[config.mk]
export PLATFORM = sky130hd
export DESIGN_NAME = segrw_arb2
export DESIGN_NICKNAME = d
export VERILOG_FILES = /design/src/rtl/segrw_pkg.sv /design/src/rtl/segrw_tagq.sv /design/src/rtl/segrw_arb2.sv
export SDC_FILE = /design/constraint.sdc
export NUM_CORES = 1
export LEC_CHECK = 0
export ABC_AREA = 1
export BUFFER_PORTS_ARGS = -buffer_cell sky130_fd_sc_hd__buf_2
export CORE_MARGIN = 5
export CORE_UTILIZATION = 40
export DETAILED_ROUTE_END_ITERATION = 10
export PLACE_DENSITY = 0.9
export SYNTH_ARGS = -nofsm -noshare
export SYNTH_HDL_FRONTEND = slang
export SYNTH_SLANG_ARGS = --single-unit
export TNS_END_PERCENT = 10
[constraint.sdc]
create_clock -name clock -period 2.4 [get_ports clock]
set_input_delay 0.48 -clock clock [delete_from_list [all_inputs] [get_ports clock]]
set_output_delay 0.48 -clock clock [all_outputs]
set_load 0.01 [all_outputs]
[src/rtl/segrw_pkg.sv]
// Shared definitions for the segment read/write arbiter slice: requester IDs,
// op-type encodings and the default geometry of the segment and tag queue.
package segrw_pkg;

    localparam int AW_DEFAULT         = 4;
    localparam int DW_DEFAULT         = 8;
    localparam int TAGQ_DEPTH_DEFAULT = 4;

    typedef logic req_id_t;

    localparam req_id_t REQ0 = 1'b0;
    localparam req_id_t REQ1 = 1'b1;

    localparam logic OP_READ  = 1'b0;
    localparam logic OP_WRITE = 1'b1;

    // The requester that gets priority after the given one has been served.
    function automatic req_id_t other_req(input req_id_t id);
        return ~id;
    endfunction

endpackage

[src/rtl/segrw_tagq.sv]
// In-order tag queue: remembers which requester issued each outstanding read
// so the returning words can be steered back. 1-bit wide, DEPTH deep.
module segrw_tagq
    import segrw_pkg::*;
#(
    parameter int DEPTH = TAGQ_DEPTH_DEFAULT,
    localparam int PW = $clog2(DEPTH),
    localparam int CW = PW + 1
) (
    input  logic          clock,
    input  logic          reset,
    input  logic          push,
    input  logic          pop,
    input  req_id_t       din,
    output req_id_t       dout,
    output logic          empty,
    output logic          full,
    output logic [CW-1:0] count
);

    logic [DEPTH-1:0] mem;
    logic [PW-1:0]    wr_ptr;
    logic [PW-1:0]    rd_ptr;
    logic             do_push;
    logic             do_pop;

    // Status flags come straight from the registered count; a push while full
    // is refused even if a pop happens in the same cycle.
    always_comb begin
        empty   = (count == '0);
        full    = (count == CW'(DEPTH));
        do_push = push & ~full;
        do_pop  = pop & ~empty;
        dout    = mem[rd_ptr];
    end

    // Storage, wrapping pointers and occupancy count.
    always_ff @(posedge clock or negedge reset) begin
        if (!reset) begin
            mem    <= '0;
            wr_ptr <= '0;
            rd_ptr <= '0;
            count  <= '0;
        end else begin
            if (do_push) begin
                mem[wr_ptr] <= din;
                wr_ptr      <= wr_ptr + PW'(1);
            end
            if (do_pop) begin
                rd_ptr <= rd_ptr + PW'(1);
            end
            case ({do_push, do_pop})
                2'b10:   count <= count + CW'(1);
                2'b01:   count <= count - CW'(1);
                default: count <= count;
            endcase
        end
    end

endmodule

[src/rtl/segrw_arb2.sv]
// Two-requester round-robin arbiter in front of a single segment read/write
// port. Ops pass through combinationally; read return data is steered back to
// the issuing requester using an in-order tag queue.
module segrw_arb2
    import segrw_pkg::*;
#(
    parameter int AW         = AW_DEFAULT,
    parameter int DW         = DW_DEFAULT,
    parameter int TAGQ_DEPTH = TAGQ_DEPTH_DEFAULT,
    localparam int CW = $clog2(TAGQ_DEPTH) + 1
) (
    input  logic          clock,
    input  logic          reset,

    input  logic [AW-1:0] r0_addr,
    input  logic [DW-1:0] r0_dataW,
    input  logic          r0_write,
    input  logic          r0_valid,
    output logic          r0_ready,
    output logic [DW-1:0] r0_dataR,
    output logic          r0_rvalid,
    input  logic          r0_rready,

    input  logic [AW-1:0] r1_addr,
    input  logic [DW-1:0] r1_dataW,
    input  logic          r1_write,
    input  logic          r1_valid,
    output logic          r1_ready,
    output logic [DW-1:0] r1_dataR,
    output logic          r1_rvalid,
    input  logic          r1_rready,

    output logic [AW-1:0] seg_addr,
    output logic [DW-1:0] seg_dataW,
    output logic          seg_write,
    output logic          seg_valid,
    input  logic          seg_ready,
    input  logic [DW-1:0] seg_dataR,
    input  logic          seg_rvalid,
    output logic          seg_rready,

    output logic [CW-1:0] outstanding,
    output logic          err
);

    req_id_t       rr_ptr;
    req_id_t       grant;
    req_id_t       head_id;
    logic          elig0;
    logic          elig1;
    logic          accept;
    logic          tagq_push;
    logic          tagq_pop;
    logic          tagq_empty;
    logic          tagq_full;
    logic [CW-1:0] tagq_count;

    // Eligibility and grant: a read may only issue if the tag queue has room,
    // writes are never blocked by the queue. Ties go to rr_ptr.
    always_comb begin
        elig0 = r0_valid & ((r0_write == OP_WRITE) | ~tagq_full);
        elig1 = r1_valid & ((r1_write == OP_WRITE) | ~tagq_full);
        if (elig0 & elig1) begin
            grant = rr_ptr;
        end else if (elig1) begin
            grant = REQ1;
        end else begin
            grant = REQ0;
        end
    end

    // Issue path: mux the granted op onto the segment and hand back ready.
    always_comb begin
        seg_valid = elig0 | elig1;
        if (grant == REQ1) begin
            seg_addr  = r1_addr;
            seg_dataW = r1_dataW;
            seg_write = r1_write;
        end else begin
            seg_addr  = r0_addr;
            seg_dataW = r0_dataW;
            seg_write = r0_write;
        end
        r0_ready  = (grant == REQ0) & elig0 & seg_ready;
        r1_ready  = (grant == REQ1) & elig1 & seg_ready;
        accept    = seg_valid & seg_ready;
        tagq_push = accept & (seg_write == OP_READ);
    end

    // Return path: the queue head names the owner of the next returning word.
    // With an empty queue any stray word is swallowed so the segment never stalls.
    always_comb begin
        r0_rvalid  = seg_rvalid & ~tagq_empty & (head_id == REQ0);
        r1_rvalid  = seg_rvalid & ~tagq_empty & (head_id == REQ1);
        r0_dataR   = (~tagq_empty & (head_id == REQ0)) ? seg_dataR : '0;
        r1_dataR   = (~tagq_empty & (head_id == REQ1)) ? seg_dataR : '0;
        seg_rready = tagq_empty | ((head_id == REQ1) ? r1_rready : r0_rready);
        tagq_pop   = seg_rvalid & seg_rready & ~tagq_empty;
    end

    // Round-robin pointer: after an accept the other requester wins a tie.
    always_ff @(posedge clock or negedge reset) begin
        if (!reset) begin
            rr_ptr <= REQ0;
        end else if (accept) begin
            rr_ptr <= other_req(grant);
        end
    end

    // Sticky protocol error: return data arrived with nothing outstanding.
    always_ff @(posedge clock or negedge reset) begin
        if (!reset) begin
            err <= 1'b0;
        end else if (seg_rvalid & tagq_empty) begin
            err <= 1'b1;
        end
    end

    assign outstanding = tagq_count;

    segrw_tagq #(
        .DEPTH (TAGQ_DEPTH)
    ) u_tagq (
        .clock (clock),
        .reset (reset),
        .push  (tagq_push),
        .pop   (tagq_pop),
        .din   (grant),
        .dout  (head_id),
        .empty (tagq_empty),
        .full  (tagq_full),
        .count (tagq_count)
    );

endmodule

[Word level (Yosys, flattened, before mapping)]
Index checks and enable logic that the tools add are counted.
Storage, ports and cells
  bits in registers: 13
  bits of input ports: 42
  output and inout bits: 39
  word-level logic and storage cells: 61
Operators by class
  $add $sub $neg: 4
  $lt $le $gt $ge: 3
  equality and inequality tests: 3
  muxes and demuxes: 14
  bitwise logic cells: 28
  reduce and logical (&&, ||, !) cells: 3
Operators with widths (number)
  two-way mux 8 bit: 3
  AND 1 bit: 19
  < comparator 2 x 3 -> 1 bit (second input constant): 2
  two-way mux 1 bit: 6
  case mux 3 bit (2 select lines): 1
  inverter 1 bit: 5
  adder 2 x 1 -> 2 bit (second input constant): 2
  bitwise mux 4 bit: 1
  two-way mux 4 bit: 1
  bitwise OR 1 bit: 4
  adder 3 x 1 -> 3 bit (second input constant): 1
  == test 3 bit (second input constant): 1
  zero test 3 bit: 1
  subtractor 3 x 1 -> 3 bit (second input constant): 1
  binary-select mux 1 bit (select 2 bit): 1
  demux 1 bit (select 2 bit): 1
  == test 2 x 1 -> 1 bit (second input constant): 1
  == test 2 bit (second input constant): 1
  >= comparator 2 x 1 -> 1 bit (second input constant): 1
  nonzero test 2 bit: 1
  logical AND 1 bit: 1

[Depth between registers and ports, before layout]
  word-level depth: 12
  depth in mapped cells: 14
  depth with buffers taken out: 14

[By module]
A second synthesis with hierarchy kept.
Unflattened totals
  cell total of the unflattened synthesis: 182
  area total of the unflattened synthesis: 1153.6 um^2
Modules (own cells, without submodules)
  segrw_tagq: instances 1, cells an instance 83, area an instance 668.1 um^2, seq. area each 275.3 um^2
  segrw_arb2: instances 1, cells an instance 99, area an instance 485.5 um^2, seq. area each 50.0 um^2

[Worst setup path before layout]
OpenSTA, ideal clock, no wires.
  path kind: register to register
  from: reg u_tagq.count[1]
  to: reg u_tagq.count[2]
  library setup time: 131 ps
  arrival: 2006 ps
  data required time: 2269 ps
  path slack: 263 ps
  cell stages (with the launch flop): 14
  path buffers: 0
  clock period less this slack: 2137 ps
  cells stage by stage: dfrtp_1 -> nor2_2 -> nand3_1 -> nand2_1 -> nand2_1 -> nand2_2 -> inv_1 -> nand2_1 -> ha_1 -> inv_1 -> fa_1 -> a21oi_1 -> o21ai_0 -> xor2_1
Between the ends
  elaborated cells between the ends (all ways): 27
  those cells by class: add/sub (2); eq/ne (3); mux (4); bitwise (16); reduce/logical (2)
RTL lines
  start, declared: RTL line segrw_tagq.sv:18  | output logic [CW-1:0] count
  start signal, assigned: RTL line segrw_tagq.sv:53  | 2'b10: count <= count + CW'(1);
  start signal, assigned: RTL line segrw_tagq.sv:54  | 2'b01: count <= count - CW'(1);
  start signal, assigned: RTL line segrw_tagq.sv:55  | default: count <= count;
  == test 3 bit *: RTL line segrw_tagq.sv:31  | full = (count == CW'(DEPTH));
  inverter 1 bit *: RTL line segrw_arb2.sv:61, segrw_arb2.sv:62
  bitwise OR 1 bit, on equally long branches: RTL line segrw_arb2.sv:61, segrw_arb2.sv:62
  AND 1 bit, on equally long branches: RTL line segrw_arb2.sv:61, segrw_arb2.sv:62
  bitwise OR 1 bit *: RTL line segrw_arb2.sv:74  | seg_valid = elig0 | elig1;
  net seg_valid: RTL line segrw_arb2.sv:36  | output logic seg_valid,
  AND 1 bit *: RTL line segrw_arb2.sv:86  | accept = seg_valid & seg_ready;
  AND 1 bit *: RTL line segrw_arb2.sv:87  | tagq_push = accept & (seg_write == OP_READ);
  AND 1 bit *: RTL line segrw_tagq.sv:32  | do_push = push & ~full;
  == test 2 x 1 -> 1 bit or == test 2 bit (tied branches): RTL line segrw_tagq.sv:52  | case ({do_push, do_pop})
  case mux 3 bit (2 select lines) or nonzero test 2 bit (tied branches)
Mark *: on every way through the listed nets, which the timed path passes. The rest lies on a longest branch.
A chain may end at the register's enable or synchronous reset.

[Worst setup path in the final report]
  from: reg u_tagq.count[0]
  to: out seg_dataW[6]
Between the ends
  word-level cells in the longest chain between the ends: 7
  elaborated cells between the ends (all ways): 10
  those cells by class: eq/ne (1); mux (3); bitwise (6)
RTL lines
  == test 3 bit *: RTL line segrw_tagq.sv:31
  inverter 1 bit *: RTL line segrw_arb2.sv:61, segrw_arb2.sv:62
  bitwise OR 1 bit, on equally long branches: RTL line segrw_arb2.sv:62, segrw_arb2.sv:61
  AND 1 bit, on equally long branches: RTL line segrw_arb2.sv:62, segrw_arb2.sv:61
  two-way mux 1 bit or AND 1 bit (tied branches): RTL line segrw_arb2.sv:65, segrw_arb2.sv:63
  two-way mux 1 bit *: RTL line segrw_arb2.sv:63  | if (elig0 & elig1) begin
  two-way mux 8 bit *: RTL line segrw_arb2.sv:75  | if (grant == REQ1) begin
  end, declared: RTL line segrw_arb2.sv:34  | output logic [DW-1:0] seg_dataW,
Mark *: on every way between the ends. The rest lies on a longest branch, timed or not.

==> results.yml <==
cells_and_area:
  antennaDiodeCount: 0
  fin_nets: 306
  layout_common_cells: "80 x buf_2, 62 x nand2_1, 26 x inv_1"
  drive_above_1_share_pct: 40.5
  layout_commonest_cell: "buf_2"
  syn2layout_area_growth_pct: 42.2
sta:
  min_period_over_period_pct: 93.0
  hold_viol: 0
  rsz0062_at_grt: "no"
  slew_violations: 0
  setup-violations-final: 0
  fin_crit_ps: 2230
  timing.fmax_mhz: 448
  skew_ps: 3.82
  tightest_slew_ps: 301
  tns_ps: 0
  maxSlewHeadroom_pct: 80.0
die:
  dieArea_sq_mm: 0.00393
  rows: 19
  die_y_um: 62.7
  initial_utilization_pct: 41.0
  io_pins: 81
  die_w_um: 62.7
  core_area_sq_mm: 0.00271
logic_synthesis:
  ys_seq_area_share_pct: 29.3
  synth_cell_types: 23
  yosys_warnings: 0
  synth.cell_area_sq_mm: 0.00111
  syn-num-nets: 222
  synth_area_per_cell_sq_um: 6.39
  synth_cells: 174
  synth_seq_cells: 13
clock_network:
  hold_buffers: 0
  postCtsSetupRepairBufs: 0
  clock_path_buffers: 2
  path_clk_slew_ps: 80
  cts_made_buffers: 3
  clkLatencyLatePin_ps: 270
  cts_root_buf: "clkbuf_4"
  cts_sinks: 13
  tritoncts: "done"
  htree_levels: 1
power:
  leakage_nw: 1.02
  peakVddDrop_mv: 0.734
  total_power_w: 0.00172
  power.density_mw_per_mm2: 1090
drt:
  drt_iter0_drc: 19
  vias: 1328
  postRouteAntennaNets: 0
  wl_per_cell_um: 10.2
  vias_per_cell: 4.61
  routed_wirelength_um: 2940
  drc: 0
  first_pass_iters: 4
global_route:
  antenna_found_initial: 0
  first_global_vias: 1275
  grt_remaining_overflow: 0
  grt_max_degree: 18
  grt_pass1_wl_um: 5000
  grt_util_all_layers_pct: 14.7
run:
  cap_violations: 0
hold_path:
  min_path_type: "in -> async"
critical_path:
  start_kind: "register"
  crit_chain: "nor2_4, nand3_1, nand3_2, nand2_4, buf_4, inv_4, nand2_1, nand2_1, buf_2"
  critPathArrivalTime_ps: 1750
  max_stage_delay_ps: 450
  critPathBufInv: 3
  crit_fanout: 17
  crit_top_cell: "nand2_1"
  cp.required_ps: 1920
  slowest_stage: "dfrtp_2"
  path_class: "reg -> out"
  crit_family: "simple AND/OR/NAND/NOR gates"
  critPathCaptureType: "output pin"
placement:
  io_buffers: 80
  dp_hpwl_um: 2540
  place.gp.congestion: 0.751
status:
  run_status: "complete, no violations"
[power by group]
group	leakage [nW]	internal (W)	switching, W
clock network	0.0150	0.0000643	0.0000710
registers	0.156	0.000322	0.0000963
logic	0.850	0.000465	0.000696
[cell families (layout without fill, tap and decap cells)]
logic type                 count (synthesis)  after routing  synth area share [%]
buffers and inverters                     34            117                  14.0
DFF                                       13             13                  29.3
and+or+nand+nor                          111            111                  42.9
adders and majority gates                  6              6                  7.43
AOI/OAI and AO/OA                          7              7                  4.05
xor gates and xnor gates                   3              3                  2.37
[registers in the layout (all words and copies together), names as in the netlist]
register and flops:
err 1, rr_ptr 1, u_tagq.count 3, u_tagq.mem 4
u_tagq.rd_ptr 2, u_tagq.wr_ptr 2
[routing by layer]
| metal | wire [um] | global-route usage, % | up-vias |
|---|---|---|---|
| met5 | 0 | 0 | - |
| met4 | 7 | 3.18 | 0 |
| met3 | 352 | 5.40 | 2 |
| met2 | 1420 | 26.3 | 64 |
| met1 | 1160 | 16.5 | 571 |
| li1 | - | - | 691 |
[worst register-to-register path: cells and delay by family (launching register included)]
family / cells / cell delay, ps
XOR/XNOR: 1 / 150
AND/OR/NAND/NOR: 4 / 380
buffers and inverters: 3 / 260
adder cells (fa/ha/maj): 2 / 500
AO/OA/AOI/OAI: 3 / 360
flip-flops: 1 / 450
[through the flow]
stage,hold slack (ps),utilization [%],cells,setup slack [ps],instance area (sq um)
2_1_floorplan,184,-,174,263,1110
3_3_place_gp,377,56.6,284,216,1530
5_1_grt,95.4,58.3,288,45.9,1580
4_1_cts,88.3,57.6,288,58.5,1560
6_report,80.1,58.3,288,168,1580
3_5_place_dp,382,56.6,284,113,1530
[cell usage after synthesis (all sizes together)]
| library cell | count | area share, % |
|---|---|---|
| a21oi | 3 | 1.4 |
| buf | 5 | 4.2 |
| clkinv | 1 | 0.34 |
| dfrtp | 13 | 29 |
| fa | 1 | 1.8 |
| ha | 5 | 5.6 |
| inv | 28 | 9.5 |
| nand2 | 69 | 25 |
| nand3 | 14 | 7.2 |
| nand4 | 4 | 2.3 |
| nor2 | 24 | 8.3 |
| o211ai | 1 | 1.1 |
| o21ai | 2 | 0.90 |
| o21bai | 1 | 0.68 |
| xnor2 | 1 | 0.79 |
| xor2 | 2 | 1.6 |
[final timing paths]
check | startpoint | endpoint | slack [ps] | depth (start not counted)
worst min register to register | u_tagq.mem[1] | u_tagq.mem[1] | 490 | 2
worst max register to register | u_tagq.count[0] | u_tagq.count[2] | 200 | 13
min in group clock | seg_ready | rr_ptr | 490 | 3
worst max-delay path | u_tagq.count[0] | seg_dataW[6] | 170 | 9
max in group asynchronous | reset | u_tagq.count[0] | 2070 | 1
worst min-delay path | reset | u_tagq.rd_ptr[1] | 80 | 1
[layout make-up]
cell class              count  area, sq um
repair buffers             84          430
well taps                  31         38.8
fillers                   256         1130
clock buffers               4         26.3
inverters                  29          111
flip-flops and latches     13          327
multi-input cells         127          647
[timing repair]
action / in CTS / in global routing
endpoints found under the hold margin: 0 / 0
resized for setup: 0 / 8
setup endpoints to repair: 0 / 14
No activity file was read; power rests on OpenSTA's default activity.
